## src/rtl/shift_add_control.sv

```systemverilog
// Control FSM for a sequential shift-and-add multiplier: Load once, then Ad/Sh per bit, then Done.
// Optional macro SHIFT_ADD_DONE_HOLD_EN keeps the done state (Done=1) while St stays high.
module shift_add_control (
  input  logic Clk,
  input  logic Rst,
  input  logic St,
  input  logic M,
  input  logic K,
  output logic Load,
  output logic Ad,
  output logic Sh,
  output logic Done,
  output logic Idle
);

  typedef enum logic [1:0] {
    S0 = 2'd0,
    S1 = 2'd1,
    S2 = 2'd2,
    S3 = 2'd3
  } state_t;

  state_t r_state;
  state_t w_next;

  // State register, asynchronously forced to idle
  always_ff @(posedge Clk or posedge Rst) begin
    if (Rst) begin
      r_state <= S0;
    end else begin
      r_state <= w_next;
    end
  end

  // Mealy next-state and outputs; reset masks outputs so a held St cannot pulse Load
  always_comb begin
    w_next = r_state;
    Load   = 1'b0;
    Ad     = 1'b0;
    Sh     = 1'b0;
    Done   = 1'b0;
    Idle   = 1'b0;
    if (Rst) begin
      w_next = S0;
      Idle   = 1'b1;
    end else begin
      case (r_state)
        S0: begin
          Idle = 1'b1;
          if (St) begin
            Load   = 1'b1;
            w_next = S1;
          end else begin
            w_next = S0;
          end
        end
        S1: begin
          if (M) begin
            Ad     = 1'b1;
            w_next = S2;
          end else begin
            Sh     = 1'b1;
            w_next = K ? S3 : S1;
          end
        end
        S2: begin
          Sh     = 1'b1;
          w_next = K ? S3 : S1;
        end
        S3: begin
          Done = 1'b1;
`ifdef SHIFT_ADD_DONE_HOLD_EN
          w_next = St ? S3 : S0;
`else
          w_next = S0;
`endif
        end
        default: begin
          w_next = S0;
        end
      endcase
    end
  end

endmodule

```

## config.mk

```make
export PLATFORM = sky130hd
export DESIGN_NAME = shift_add_control
export DESIGN_NICKNAME = d
export VERILOG_FILES = /design/src/rtl/shift_add_control.sv
export SDC_FILE = /design/constraint.sdc
export NUM_CORES = 1
export LEC_CHECK = 0
export ABC_AREA = 1
export ABC_CLOCK_PERIOD_IN_PS = 1300
export CORE_AREA = 2 2 39 41
export DETAILED_ROUTE_END_ITERATION = 8
export DIE_AREA = 0 0 41 43
export PLACE_DENSITY = 0.43
export SYNTH_ARGS = -nofsm -noshare
export SYNTH_HDL_FRONTEND = slang
export SYNTH_SLANG_ARGS = --single-unit
```

## constraint.sdc

```tcl
create_clock -name Clk -period 1.3 [get_ports Clk]
set_input_delay 0.13 -clock Clk [delete_from_list [all_inputs] [get_ports Clk]]
set_output_delay 0.13 -clock Clk [all_outputs]
set_load 0.02 [all_outputs]
```

==> metrics.txt <==
met3 routed WL=23 um; Flop pwr share=about 22%; ys async rst share=100%; Post-synth EDFFs=0; Std-Cell Core Area=0.00138 sq mm; Vias=268; P per Cell Area=between 600 and 700 mW/mm^2; met1 wire length=between 200 and 250 um; Area after DPL=377 sq um; Clock transition at path regs=0.03 ns; WP data required=~1.2 ns; P_leak=0.232 nW; Netlist cell types=10; top-count cell post-synth=inv_1; Max IR drop VDD=0.000448 V; Critical Path Fanout Max=3; total gr overflow=0; CP Capture Type=output port; Vias/cell=between 3 and 4; Synth area leaders=ha_1 29%, dfrtp_1 23%, inv_1 16%, nand2_1 8.8%, a21oi_1 7.0%; initial cell density of the core=between 10% and 20%; Seq/Total Area, Yosys=23.4%; port bufs=9; ANT nets after route=0; NetSw=0.0951 mW; ant diodes=0; setup TNS=-0.0825 ns; Final min period=1.37 ns; Worst-Skew Late Latency=0.22 ns; DR WL/cell=8.41 um; Slew Limit Fails=0; Bufs on Longest Clock Path=2; all-layer global routing usage=between 8 and 9%; failing checks=negative setup slack; Comb pwr share=37.4%; synth cell count leaders=9 x inv_1, 5 x ha_1, 5 x nand2_1; Yosys warning count=0; max cap viols=0; vias in the first global route=between 200 and 300; Iter 0 DRT Violations=2; largest registers=r_state x2; clock share of power=a little over 40%; RePlAce Congestion=0.710; HPWL Detailed=425 um; critical path launch point type=flip-flop; I/O pin cnt=10; Area Growth Syn to Fin=124%; first-pass GRT wire length=966 um; Cell Rows=14; RSZ-0062 raised after global routing=true; CP arrival=~1.2 ns; Rel. slew slack=82.5%; final hold violation count=0; fraction of layout cells with a size suffix above 1=59.3%; largest net degree at the start of global routing=7; largest area contributor in the netlist=ha_1; CTS tree=yes; worst slack, placed=-0.395 ns; final worst-path setup slack=-0.0672 ns; kind of critical path=flip-flop to output port; die area=0.00176 sq mm; WL met2=336 um; Hold Slack=0.387 ns; die width=41 um; Syn Nets=42; Post-Syn Area=214 sq um; Die Span Y=~43 um; top sig layer=met3; sw frac=between 20 and 30%; htree depth=1; max reg flops=2; clk sink count=2; synthesized flop and latch total=2; fmax=731 MHz; run status=complete, but fails checks; share of the synthesized area in the top cell type=29.2%; Hold WC Path Type=input port to async pin; DRC viols=0; clock root cell=clkbuf_4; Final #Nets=66; Final setup viols=2; Top FF cell, synth=dfrtp_1; P_int=0.237 mW; FF-to-FF Start=r_state[0]; CP Launch Point=r_state[0]; Largest Register=r_state; Num CTS Buffers=3; Worst Skew=0.00324 ns; Post-Synthesis Cells=32; Slew @ Worst Pin=0.262 ns; final wirelength=just under 600 um; syn avg cell area=6.69 sq um; Design Area, Final=479 sq um; initial antenna violation count=0; DRT Pass-1 Iters=3; Tot Pwr=0.332 mW; final period utilization=105%
metrics by stage:
stage	instances	utilization [%]
after floorplan	32	-
final	70	34.6
after global routing	70	34.6
after detailed placement	64	27.2
after global placement	64	27.2
after CTS	68	30.8
final timing paths:
check / to / slack (ns) / cells after the start
worst max-delay path: Sh / -0.07 / 5
worst min-delay path: r_state[0] / 0.39 / 3
worst max register to register: r_state[0] / 0.06 / 8
worst min register to register: r_state[1] / 0.78 / 3
max in group asynchronous: r_state[0] / 0.81 / 3
min in group Clk: r_state[1] / 0.52 / 3
power groups by stage:
stage          logic [mW]  registers [mW]  clock network, mW
2_1_floorplan      0.0417          0.0694                  0
3_3_place_gp       0.0932          0.0698                  0
3_5_place_dp       0.0936          0.0699                  0
4_1_cts             0.104          0.0700              0.146
5_1_grt             0.138          0.0734              0.152
6_report            0.124          0.0727              0.135
worst max-delay path, stage by stage (launching register included):
cell and delay (ns):
dfrtp_2 0.41, inv_4 0.06, ha_4 0.26, nand2_2 0.04, a21oi_2 0.09, buf_4 0.14
kinds of logic after synthesis:
kind of cell	count (synthesis)	synth area share, %
adders and majority gates	5	29.2
and+or+nand+nor	11	20.5
buffers and inverters	10	17.5
DFF	2	23.4
AOI/OAI and AO/OA	4	9.35
layout by cell type, fill, tap and decap left out:
| cell | n |
|---|---|
| buf_4 | 15 |
| inv_1 | 6 |
| nor2_1 | 4 |
| ha_4 | 4 |
| clkdlybuf4s50_1 | 4 |
| inv_2 | 3 |
| nand2_1 | 3 |
| clkbuf_4 | 3 |
| a21oi_1 | 2 |
| nand2_2 | 2 |
| inv_4 | 1 |
| nand3_1 | 1 |
| o21ai_1 | 1 |
| a21oi_2 | 1 |
| nor3_2 | 1 |
| ha_2 | 1 |
| dfrtp_2 | 1 |
| dfrtp_1 | 1 |
timing repair:
action / in CTS / in global routing
buffers inserted: 1 / 2
endpoints found under the setup margin: 5 / 5
pin swaps: 1 / 4
gates resized for setup: 34 / 9
hold buffers: 0 / 0
per-layer routing:
layer  vias up  global-route usage, %
met5         -                      0
met4         0                   8.00
met3         0                   3.14
met2         5                   12.8
met1       126                   8.39
li1        137                      -
cell type report:
cell class,instances,area [sq um]
Sequential cell,2,51.3
Timing Repair Buffer,19,153
Multi-Input combinational cell,20,193
Inverter,10,40.0
Tap cell,16,20.0
Fill cell,156,905
Clock buffer,3,22.5
Note: power is estimated with default switching activity, not from simulation.
